$ cat config.mk
export PLATFORM = sky130hd
export DESIGN_NAME = camera_capture_win
export DESIGN_NICKNAME = d
export VERILOG_FILES = /design/src/rtl/camera_pkg.sv /design/src/rtl/pixel_fifo.sv /design/src/rtl/camera_capture_win.sv
export SDC_FILE = /design/constraint.sdc
export NUM_CORES = 1
export LEC_CHECK = 0
export ABC_AREA = 1
export CAP_MARGIN = 40
export CORE_ASPECT_RATIO = 1.5
export CORE_UTILIZATION = 55
export CTS_BUF_LIST = sky130_fd_sc_hd__clkbuf_8 sky130_fd_sc_hd__clkbuf_16
export DETAILED_ROUTE_END_ITERATION = 10
export PLACE_DENSITY = 0.76
export SLEW_MARGIN = 20
export SYNTH_ARGS = -nofsm -noshare
export SYNTH_HDL_FRONTEND = slang
export SYNTH_HIERARCHICAL = 1
export SYNTH_SLANG_ARGS = --single-unit
$ cat constraint.sdc
create_clock -name clk -period 3.3 [get_ports clk]
set_input_delay 0.66 -clock clk [delete_from_list [all_inputs] [get_ports clk]]
set_output_delay 0.66 -clock clk [all_outputs]
set_load 0.01 [all_outputs]
$ cat src/rtl/camera_pkg.sv
// Shared definitions for the windowed camera capture path: FSM encoding,
// FIFO entry layout and default sensor geometry.
package camera_pkg;

    typedef enum logic [1:0] {
        ST_IDLE       = 2'd0,
        ST_WAIT_FRAME = 2'd1,
        ST_ACTIVE     = 2'd2
    } cap_state_e;

    // A FIFO entry is {sync, eol, data}; flags sit directly above the pixel data.
    localparam int ENTRY_FLAG_W = 2;

    function automatic int entry_eol_bit(input int data_w);
        return data_w;
    endfunction

    function automatic int entry_sync_bit(input int data_w);
        return data_w + 1;
    endfunction

    localparam int DEFAULT_FRAME_W = 640;
    localparam int DEFAULT_FRAME_H = 480;

endpackage

$ cat src/rtl/pixel_fifo.sv
// Synchronous FIFO with head-of-queue read; a write into a full FIFO is
// accepted only when a read frees a slot in the same cycle.
module pixel_fifo #(
    parameter int WIDTH = 18,
    parameter int DEPTH = 16
) (
    input  logic             clk,
    input  logic             rst_n,
    input  logic             wr_en_i,
    input  logic [WIDTH-1:0] wr_data_i,
    input  logic             rd_en_i,
    output logic [WIDTH-1:0] rd_data_o,
    output logic             full_o,
    output logic             empty_o,
    output logic             wr_ok_o
);
    localparam int AW = $clog2(DEPTH);

    logic [WIDTH-1:0] mem_q [DEPTH];
    logic [AW-1:0]    wr_ptr_q;
    logic [AW-1:0]    rd_ptr_q;
    logic [AW:0]      count_q;
    logic             do_rd;
    logic             do_wr;

    assign empty_o   = (count_q == '0);
    assign full_o    = (count_q == (AW+1)'(DEPTH));
    assign do_rd     = rd_en_i & ~empty_o;
    assign do_wr     = wr_en_i & (~full_o | do_rd);
    assign wr_ok_o   = do_wr;
    assign rd_data_o = mem_q[rd_ptr_q];

    always_ff @(posedge clk) begin
        if (do_wr) begin
            mem_q[wr_ptr_q] <= wr_data_i;
        end
    end

    always_ff @(posedge clk or negedge rst_n) begin
        if (!rst_n) begin
            wr_ptr_q <= '0;
            rd_ptr_q <= '0;
            count_q  <= '0;
        end else begin
            if (do_wr) begin
                wr_ptr_q <= wr_ptr_q + AW'(1);
            end
            if (do_rd) begin
                rd_ptr_q <= rd_ptr_q + AW'(1);
            end
            if (do_wr && !do_rd) begin
                count_q <= count_q + (AW+1)'(1);
            end else if (do_rd && !do_wr) begin
                count_q <= count_q - (AW+1)'(1);
            end
        end
    end

endmodule

$ cat src/rtl/camera_capture_win.sv
// Oversampled camera parallel-bus capture: pixel assembly, window crop and
// a ready/valid output stream with frame-start / end-of-line markers.
module camera_capture_win
    import camera_pkg::*;
#(
    parameter  int PIX_BYTES   = 2,
    parameter  int FIFO_DEPTH  = 16,
    parameter  int COORD_W     = 12,
    parameter  int SYNC_STAGES = 2,
    parameter  int FCNT_W      = 16,
    localparam int DATA_W      = 8 * PIX_BYTES
) (
    input  logic              clk,
    input  logic              reset,
    input  logic              enable,
    input  logic [COORD_W-1:0] win_x,
    input  logic [COORD_W-1:0] win_y,
    input  logic [COORD_W-1:0] win_w,
    input  logic [COORD_W-1:0] win_h,
    input  logic              img_ready,
    output logic              img_valid,
    output logic              img_sync,
    output logic              img_eol,
    output logic [DATA_W-1:0] img_data,
    output logic [FCNT_W-1:0] frame_count,
    output logic              overflow,
    input  logic              cam_pclk,
    input  logic              cam_vsync,
    input  logic              cam_hsync,
    input  logic [7:0]        cam_data
);
    localparam int IDX_W   = (PIX_BYTES > 1) ? $clog2(PIX_BYTES) : 1;
    localparam int SYNC_W  = 11;
    localparam int ENTRY_W = DATA_W + ENTRY_FLAG_W;
    localparam int EOL_BIT = entry_eol_bit(DATA_W);
    localparam int SYN_BIT = entry_sync_bit(DATA_W);
    localparam logic [IDX_W-1:0] LAST_IDX = IDX_W'(PIX_BYTES - 1);

    // pclk, vsync, hsync and data share one chain so they stay aligned.
    logic [SYNC_W-1:0] sync_q [SYNC_STAGES];

    always_ff @(posedge clk or negedge reset) begin
        if (!reset) begin
            for (int i = 0; i < SYNC_STAGES; i++) begin
                sync_q[i] <= '0;
            end
        end else begin
            sync_q[0] <= {cam_pclk, cam_vsync, cam_hsync, cam_data};
            for (int i = 1; i < SYNC_STAGES; i++) begin
                sync_q[i] <= sync_q[i-1];
            end
        end
    end

    logic       pclk_s, vsync_s, hsync_s;
    logic [7:0] data_s;
    assign pclk_s  = sync_q[SYNC_STAGES-1][10];
    assign vsync_s = sync_q[SYNC_STAGES-1][9];
    assign hsync_s = sync_q[SYNC_STAGES-1][8];
    assign data_s  = sync_q[SYNC_STAGES-1][7:0];

    cap_state_e         state_q;
    logic               pclk_prev_q, vsync_prev_q, hsync_prev_q;
    logic [COORD_W-1:0] x_q, y_q;
    logic [IDX_W-1:0]   idx_q;
    logic [DATA_W-1:0]  acc_q;
    logic [COORD_W-1:0] win_x_q, win_y_q, win_w_q, win_h_q;
    logic               sync_pending_q;
    logic               pix_done_q;
    logic [COORD_W-1:0] pix_x_q, pix_y_q;
    logic [DATA_W-1:0]  pix_data_q;
    logic               push_q;
    logic               ent_eol_q;
    logic [DATA_W-1:0]  ent_data_q;
    logic [FCNT_W-1:0]  frame_count_q;
    logic               overflow_q;

    logic pclk_rise, vsync_rise, vsync_fall, hsync_fall;
    assign pclk_rise  = pclk_s & ~pclk_prev_q;
    assign vsync_rise = vsync_s & ~vsync_prev_q;
    assign vsync_fall = ~vsync_s & vsync_prev_q;
    assign hsync_fall = ~hsync_s & hsync_prev_q;

    logic [DATA_W+7:0] acc_wide;
    logic [DATA_W-1:0] acc_d;
    assign acc_wide = {acc_q, data_s};
    assign acc_d    = acc_wide[DATA_W-1:0];

    // One extra bit so win_x+win_w never wraps back into the frame.
    logic [COORD_W:0] x_ext, y_ext, wx_ext, wy_ext, wx_end, wy_end;
    logic             in_win, is_eol;
    assign x_ext  = {1'b0, pix_x_q};
    assign y_ext  = {1'b0, pix_y_q};
    assign wx_ext = {1'b0, win_x_q};
    assign wy_ext = {1'b0, win_y_q};
    assign wx_end = wx_ext + {1'b0, win_w_q};
    assign wy_end = wy_ext + {1'b0, win_h_q};
    assign in_win = (x_ext >= wx_ext) && (x_ext < wx_end) &&
                    (y_ext >= wy_ext) && (y_ext < wy_end);
    assign is_eol = (x_ext == wx_end - (COORD_W+1)'(1));

    logic               fifo_wr_en, fifo_wr_ok, fifo_full, fifo_empty, fifo_rd;
    logic [ENTRY_W-1:0] fifo_wr_data, fifo_head;
    assign fifo_wr_en   = push_q & enable;
    assign fifo_wr_data = {sync_pending_q, ent_eol_q, ent_data_q};
    assign fifo_rd      = img_ready & ~fifo_empty;

    always_ff @(posedge clk or negedge reset) begin
        if (!reset) begin
            state_q        <= ST_IDLE;
            pclk_prev_q    <= 1'b0;
            vsync_prev_q   <= 1'b0;
            hsync_prev_q   <= 1'b0;
            x_q            <= '0;
            y_q            <= '0;
            idx_q          <= '0;
            acc_q          <= '0;
            win_x_q        <= '0;
            win_y_q        <= '0;
            win_w_q        <= '0;
            win_h_q        <= '0;
            sync_pending_q <= 1'b0;
            pix_done_q     <= 1'b0;
            pix_x_q        <= '0;
            pix_y_q        <= '0;
            pix_data_q     <= '0;
            push_q         <= 1'b0;
            ent_eol_q      <= 1'b0;
            ent_data_q     <= '0;
            frame_count_q  <= '0;
            overflow_q     <= 1'b0;
        end else begin
            pclk_prev_q  <= pclk_s;
            vsync_prev_q <= vsync_s;
            hsync_prev_q <= hsync_s;
            if (!enable) begin
                state_q    <= ST_IDLE;
                overflow_q <= 1'b0;
                pix_done_q <= 1'b0;
                push_q     <= 1'b0;
                idx_q      <= '0;
            end else begin
                pix_done_q <= 1'b0;
                push_q     <= pix_done_q & in_win;
                ent_eol_q  <= is_eol;
                ent_data_q <= pix_data_q;
                if (push_q && !fifo_wr_ok) begin
                    overflow_q <= 1'b1;
                end
                // Only an accepted pixel consumes the frame-start marker.
                if (fifo_wr_ok) begin
                    sync_pending_q <= 1'b0;
                end
                case (state_q)
                    ST_IDLE: begin
                        if (vsync_rise) begin
                            state_q <= ST_WAIT_FRAME;
                        end
                    end
                    ST_WAIT_FRAME: begin
                        if (vsync_fall) begin
                            state_q        <= ST_ACTIVE;
                            x_q            <= '0;
                            y_q            <= '0;
                            idx_q          <= '0;
                            sync_pending_q <= 1'b1;
                            win_x_q        <= win_x;
                            win_y_q        <= win_y;
                            win_w_q        <= win_w;
                            win_h_q        <= win_h;
                        end
                    end
                    ST_ACTIVE: begin
                        if (vsync_rise) begin
                            state_q       <= ST_WAIT_FRAME;
                            frame_count_q <= frame_count_q + FCNT_W'(1);
                        end else if (pclk_rise && hsync_s) begin
                            acc_q <= acc_d;
                            if (idx_q == LAST_IDX) begin
                                idx_q      <= '0;
                                x_q        <= x_q + COORD_W'(1);
                                pix_done_q <= 1'b1;
                                pix_x_q    <= x_q;
                                pix_y_q    <= y_q;
                                pix_data_q <= acc_d;
                            end else begin
                                idx_q <= idx_q + IDX_W'(1);
                            end
                        end else if (hsync_fall && (x_q != '0 || idx_q != '0)) begin
                            y_q   <= y_q + COORD_W'(1);
                            x_q   <= '0;
                            idx_q <= '0;
                        end
                    end
                    default: state_q <= ST_IDLE;
                endcase
            end
        end
    end

    pixel_fifo #(
        .WIDTH (ENTRY_W),
        .DEPTH (FIFO_DEPTH)
    ) u_fifo (
        .clk       (clk),
        .rst_n     (reset),
        .wr_en_i   (fifo_wr_en),
        .wr_data_i (fifo_wr_data),
        .rd_en_i   (fifo_rd),
        .rd_data_o (fifo_head),
        .full_o    (fifo_full),
        .empty_o   (fifo_empty),
        .wr_ok_o   (fifo_wr_ok)
    );

    assign img_valid   = ~fifo_empty;
    assign img_sync    = fifo_head[SYN_BIT] & ~fifo_empty;
    assign img_eol     = fifo_head[EOL_BIT] & ~fifo_empty;
    assign img_data    = fifo_head[DATA_W-1:0] & {DATA_W{~fifo_empty}};
    assign frame_count = frame_count_q;
    assign overflow    = overflow_q;

endmodule
# Word-level counts from Yosys, hierarchy flattened
# Memory sizes are Yosys's and may differ from the RTL's.
# Index checks and enable logic that the tools add are counted.
word_totals:
  n_memories: 1
  elab_cells: 140
  ramBits: 288
  input_bits: 63
  regBits: 198
  out_inout_bits: 36
mem_list:
  columns: ["name", "depth", "word_bits", "rd", "rd_ports_with_merged_regs", "wr", "line_no", "rtl"]
  rows:
  - ["u_fifo.mem_q", 16, 18, 1, 0, 1, "pixel_fifo.sv:19", "logic [WIDTH-1:0] mem_q [DEPTH];"]
op_classes:
  n_lt_le_gt_ge: 4
  muxes: 36
  n_eq_ne: 16
  bitwise: 20
  add_sub_neg: 11
  n_reduce_logical: 25
op_table:
  columns: ["cell", "n"]
  rows:
  - ["12-bit two-way mux", 8]
  - ["12-bit case mux with 2 select lines", 2]
  - ["12-bit by 12-bit adder with 13-bit output", 2]
  - ["12-bit by 13-bit less-than comparator with 1-bit output", 2]
  - ["12-bit by 1-bit adder with 12-bit output, second input constant", 2]
  - ["12-bit greater-or-equal comparator", 2]
  - ["1-bit two-way mux", 19]
  - ["16-bit by 1-bit adder with 16-bit output, second input constant", 1]
  - ["16-bit AND", 1]
  - ["12-bit by 13-bit equality test with 1-bit output", 1]
  - ["13-bit by 1-bit subtractor with 13-bit output, second input constant", 1]
  - ["3-bit inequality test, second input constant", 4]
  - ["6-bit AND reduction", 2]
  - ["12-bit nonzero test", 1]
  - ["1-bit AND", 11]
  - ["5-bit two-way mux", 2]
  - ["4-bit by 1-bit adder with 4-bit output, second input constant", 2]
  - ["1-bit logical AND", 8]
  - ["2-bit inequality test, second input constant", 4]
  - ["4-bit AND reduction", 2]
  - ["1-bit inverter", 7]
  - ["2-bit two-way mux", 3]
  - ["3-bit AND reduction", 2]
  - ["5-bit by 1-bit adder with 5-bit output, second input constant", 1]
  - ["20 further kinds", 22]

# Longest topological paths before layout
logic_depth:
  word_depth: 10
  depth_mapped: 20

# By module
# The synthesis kept the hierarchy.
modules_own_cells:
  columns: ["mod", "cells_per_inst", "area_per_inst_um2", "instances"]
  rows:
  - ["pixel_fifo", 1250, 13083.8, 1]
  - ["camera_capture_win", 1323, 10416.2, 1]

# Worst setup path before layout
# Ideal clock, no wire load.
synth_timing:
  path_kind: "input to register"
  from: "input enable"
  to: "memory u_fifo.mem_q[0][0] (enable)"
  path_stages: 7
  arrival_ns: 2.818
  t_required_ns: 2.884
  slack_ns: 0.067
  path_cell_list: "buf_2 > clkbuf_1 > nand2_1 > inv_1 > nand2_1 > buf_2 > nor3_1"
synth_between:
  elab_chain_len: 4
synth_rtl:
  columns: ["item", "line_no", "rtl"]
  rows:
  - ["start: declaration", "camera_capture_win.sv:15", "input logic enable,"]
  - ["1-bit AND", "camera_capture_win.sv:104", "assign fifo_wr_en = push_q & enable;"]
  - ["via fifo_wr_en", "camera_capture_win.sv:102", "logic fifo_wr_en, fifo_wr_ok, fifo_full, fifo_empty, fifo_rd;"]
  - ["1-bit AND", "pixel_fifo.sv:29", "assign do_wr = wr_en_i & (~full_o | do_rd);"]
  - ["1-bit two-way mux", "pixel_fifo.sv:34", "if (do_wr) begin"]
  - ["1-bit two-way mux (not written as such)", "pixel_fifo.sv:35", "mem_q[wr_ptr_q] <= wr_data_i;"]
  - ["end: declaration", "pixel_fifo.sv:19", null]
# The timed path passes the listed nets, and every way through them passes these cells.

# Worst setup path in the final report
layout_timing:
  from: "register u_fifo.rd_ptr_q[0]"
  to: "output img_data[6]"
layout_between:
  elab_chain_len: 2
layout_rtl:
  columns: ["item", "line_no", "rtl"]
  rows:
  - ["start: declaration", "pixel_fifo.sv:21", "logic [AW-1:0] rd_ptr_q;"]
  - ["start signal: assignment", "pixel_fifo.sv:49", "rd_ptr_q <= rd_ptr_q + AW'(1);"]
  - ["memory read 16 x 18 bit", null, null]
  - ["via fifo_head[6]", "camera_capture_win.sv:103", "logic [ENTRY_W-1:0] fifo_wr_data, fifo_head;"]
  - ["16-bit AND", "camera_capture_win.sv:219", "assign img_data = fifo_head[DATA_W-1:0] & {DATA_W{~fifo_empty}};"]
  - ["end: declaration", "camera_capture_win.sv:24", "output logic [DATA_W-1:0] img_data,"]
# The timed path passes the listed nets, and every way through them passes these cells.

==> flow_summary.json <==
{
  "status": "finished with violations",
  "violations": "setup timing",
  "hold_buffers": 0,
  "cp-startpoint": "u_fifo/rd_ptr_q[0]",
  "reg2reg_depth": 16,
  "via_count": 17500,
  "drive_above_1_share_pct": 8.40,
  "p_leak_nw": 12.6,
  "syn_area_per_cell_um2": 9.14,
  "worstSetupPathType": "reg -> out",
  "slew_viol_final": 0,
  "syn2layout_area_growth_pct": 14.6,
  "setup_violations": 1,
  "cp-endpoint": "img_data[6]",
  "cts.htree.levels": 2,
  "cts-root-buf": "clkbuf_16",
  "die_h_um": 255,
  "fmax_mhz": 300,
  "grt_first_pass_wirelength_um": 87700,
  "syn_area_um2": 23500,
  "fillerInstances": 3421,
  "ant_nets": 0,
  "power_mw": 17.5,
  "path_depth": 11,
  "r2r_start": "win_y_q[0]",
  "postSynthCellCount": 2571,
  "drtIter0Drc": 1230,
  "grt_pass1_vias": 17600,
  "required_ns": 2.64,
  "crit_arrival_ns": 2.68,
  "cts_inserted_buffers": 45,
  "min_path_type": "in -> async",
  "dr.pass1.iters": 7,
  "maxCapViolations": 0,
  "multi_input_area_um2": 8300,
  "powerDensity_nw_per_um2": 649,
  "grt_max_degree": 90,
  "routabilityCongestion": 0.898,
  "path_buf_inv": 4,
  "crit_chain": "inv_6, buf_12, nand2_1, nand3_1, nand2_1, nor2_1, nand2_1, nand2_1, inv_1, nor2_1, clkdlybuf4s50_1",
  "finalCritPeriodShare_pct": 101,
  "seq_area_um2": 13600,
  "dpl.hpwl_um": 36800,
  "start_util_pct": 55.8,
  "clk_pin_slew_ns": 0.06,
  "cts_tree": "built",
  "die_x_um": 171,
  "finalWorstSetupSlack_ns": -0.0388,
  "cts.sinks": 486,
  "io_buffer_count": 98,
  "worstMarginPinSlew_ns": 0.819,
  "min_period_ns": 3.34,
  "drc": 0,
  "path_common_cell": "nand2_1",
  "cts.path.max_buffers": 3,
  "cpMaxStageDelayCell": "clkdlybuf4s50_1",
  "crit_path_end_kind": "output pin",
  "hold_violations": 0,
  "syn_nets": 2720,
  "avgViaCountPerCell": 5.31,
  "grt_antenna_before_repair": 0,
  "insertedDiodeCount": 0,
  "ff2ff_setup_slack_ns": 0.26,
  "final_util_pct": 63.9,
  "path_delay_family": "buffers and inverters",
  "insertion_delay_ns": 0.57,
  "worstPathMaxFanout": 21,
  "rsz0062_at_grt": "yes",
  "cp-start-kind": "flip-flop",
  "slew_headroom_pct": 45.4,
  "fin_worst_skew_ns": 0.0156,
  "die_area_um2": 43600,
  "io_pins": 99,
  "wl_per_cell_um": 16.7,
  "drt-total-wl_um": 54800,
  "gr-total-overflow": 0,
  "core_um2": 42100,
  "track_usage_pct": 25.9,
  "critical-path-max-stage-delay_ns": 0.54,
  "yosys_warnings": 6,
  "irDropWorstVdd_v": 0.000558,
  "rows": 92,
  "r2r_end": "push_q",
  "nets": 2840
}
==> state kept, by name, summed over array words and instances (netlist names), 16 cells and up <==
name / count
u_fifo/mem_q: 288
pix_data_q: 16
frame_count: 16
ent_data_q: 16
==> area by class of cell <==
cell class / count / area share [%]
Multi-Input combinational cell: 1688 / 30.8
Sequential cell: 486 / 50.5
Tap cell: 564 / 2.62
Timing Repair Buffer: 156 / 6.17
Clock buffer: 54 / 4.68
Clock inverter: 27 / 0.701
Inverter: 314 / 4.46
==> through the flow <==
step,worst slack (ns),hold slack (ns),setup TNS (ns),std cells,area [um2]
after CTS,-0.0906,0.167,-0.457,3283,26800
after detailed placement,0.211,0.335,0,3195,25200
after global routing,-0.118,0.200,-0.378,3289,26900
after floorplan,0.0665,0.331,0,2571,23500
final,-0.0388,0.155,-0.0388,3289,26900
after global placement,0.249,0.332,0,3195,25200
==> report_power, final <==
group | switching (mW) | internal [mW]
clock network | 2.22 | 2.80
registers | 0.397 | 6.87
logic | 3.36 | 1.84
==> layout by cell type (no fill, tap or decap), types with 6 or more instances in the layout <==
| master | instances |
|---|---|
| inv_1 | 307 |
| dfrtp_1 | 196 |
| buf_12 | 8 |
| nor2_2 | 16 |
| a21oi_1 | 47 |
| nor3_2 | 17 |
| xor2_1 | 29 |
| clkbuf_8 | 9 |
| clkdlybuf4s50_1 | 84 |
| ha_1 | 82 |
| buf_4 | 40 |
| dlygate4sd2_1 | 9 |
| nand4_1 | 22 |
| nand3_1 | 193 |
| nand2_1 | 904 |
| nor2_1 | 185 |
| nor3_1 | 17 |
| nand3_2 | 8 |
| edfxtp_1 | 288 |
| nand2_2 | 20 |
| nor2_4 | 6 |
| xnor2_1 | 7 |
| nand2_4 | 6 |
| clkbuf_16 | 49 |
| inv_2 | 15 |
| o21ai_0 | 87 |
==> worst min path at each step <==
stage | from | endpoint | slack [ns] | cells past startpoint
after global routing | reset | frame_count[10] | 0.20 | 1
after detailed placement | sync_q[15] | acc_d[4] | 0.33 | 0
after CTS | reset | frame_count[10] | 0.17 | 1
after floorplan | sync_q[11] | acc_d[0] | 0.33 | 0
final | reset | frame_count[10] | 0.16 | 1
after global placement | sync_q[13] | acc_d[2] | 0.33 | 0
==> timing repair <==
| action | in CTS | in global routing |
|---|---|---|
| gates resized for setup | 18 | 15 |
| setup endpoints to repair | 18 | 10 |
| setup buffers | 3 | 3 |
| pin swaps | 1 | 1 |
| cloned | 4 | 3 |
==> worst reg2reg max path: cells and delay by family, from the launching register on <==
kind / cells / cell delay, ns
AOI/OAI and AO/OA: 8 / 1.21
adders and majority gates: 3 / 0.83
buffers and inverters: 1 / 0.05
and+or+nand+nor: 3 / 0.30
xor gates and xnor gates: 1 / 0.21
DFF: 1 / 0.38
==> layer usage <==
layer  GRT usage [%]  vias up  share of wire [%]
li1                -     8490                  -
met1            28.8     8265                 37
met2            48.7      542                 54
met3            3.09      155                5.1
met4            12.7        0                4.6
met5               0        -                  0
(Power assumes the default switching activity.)
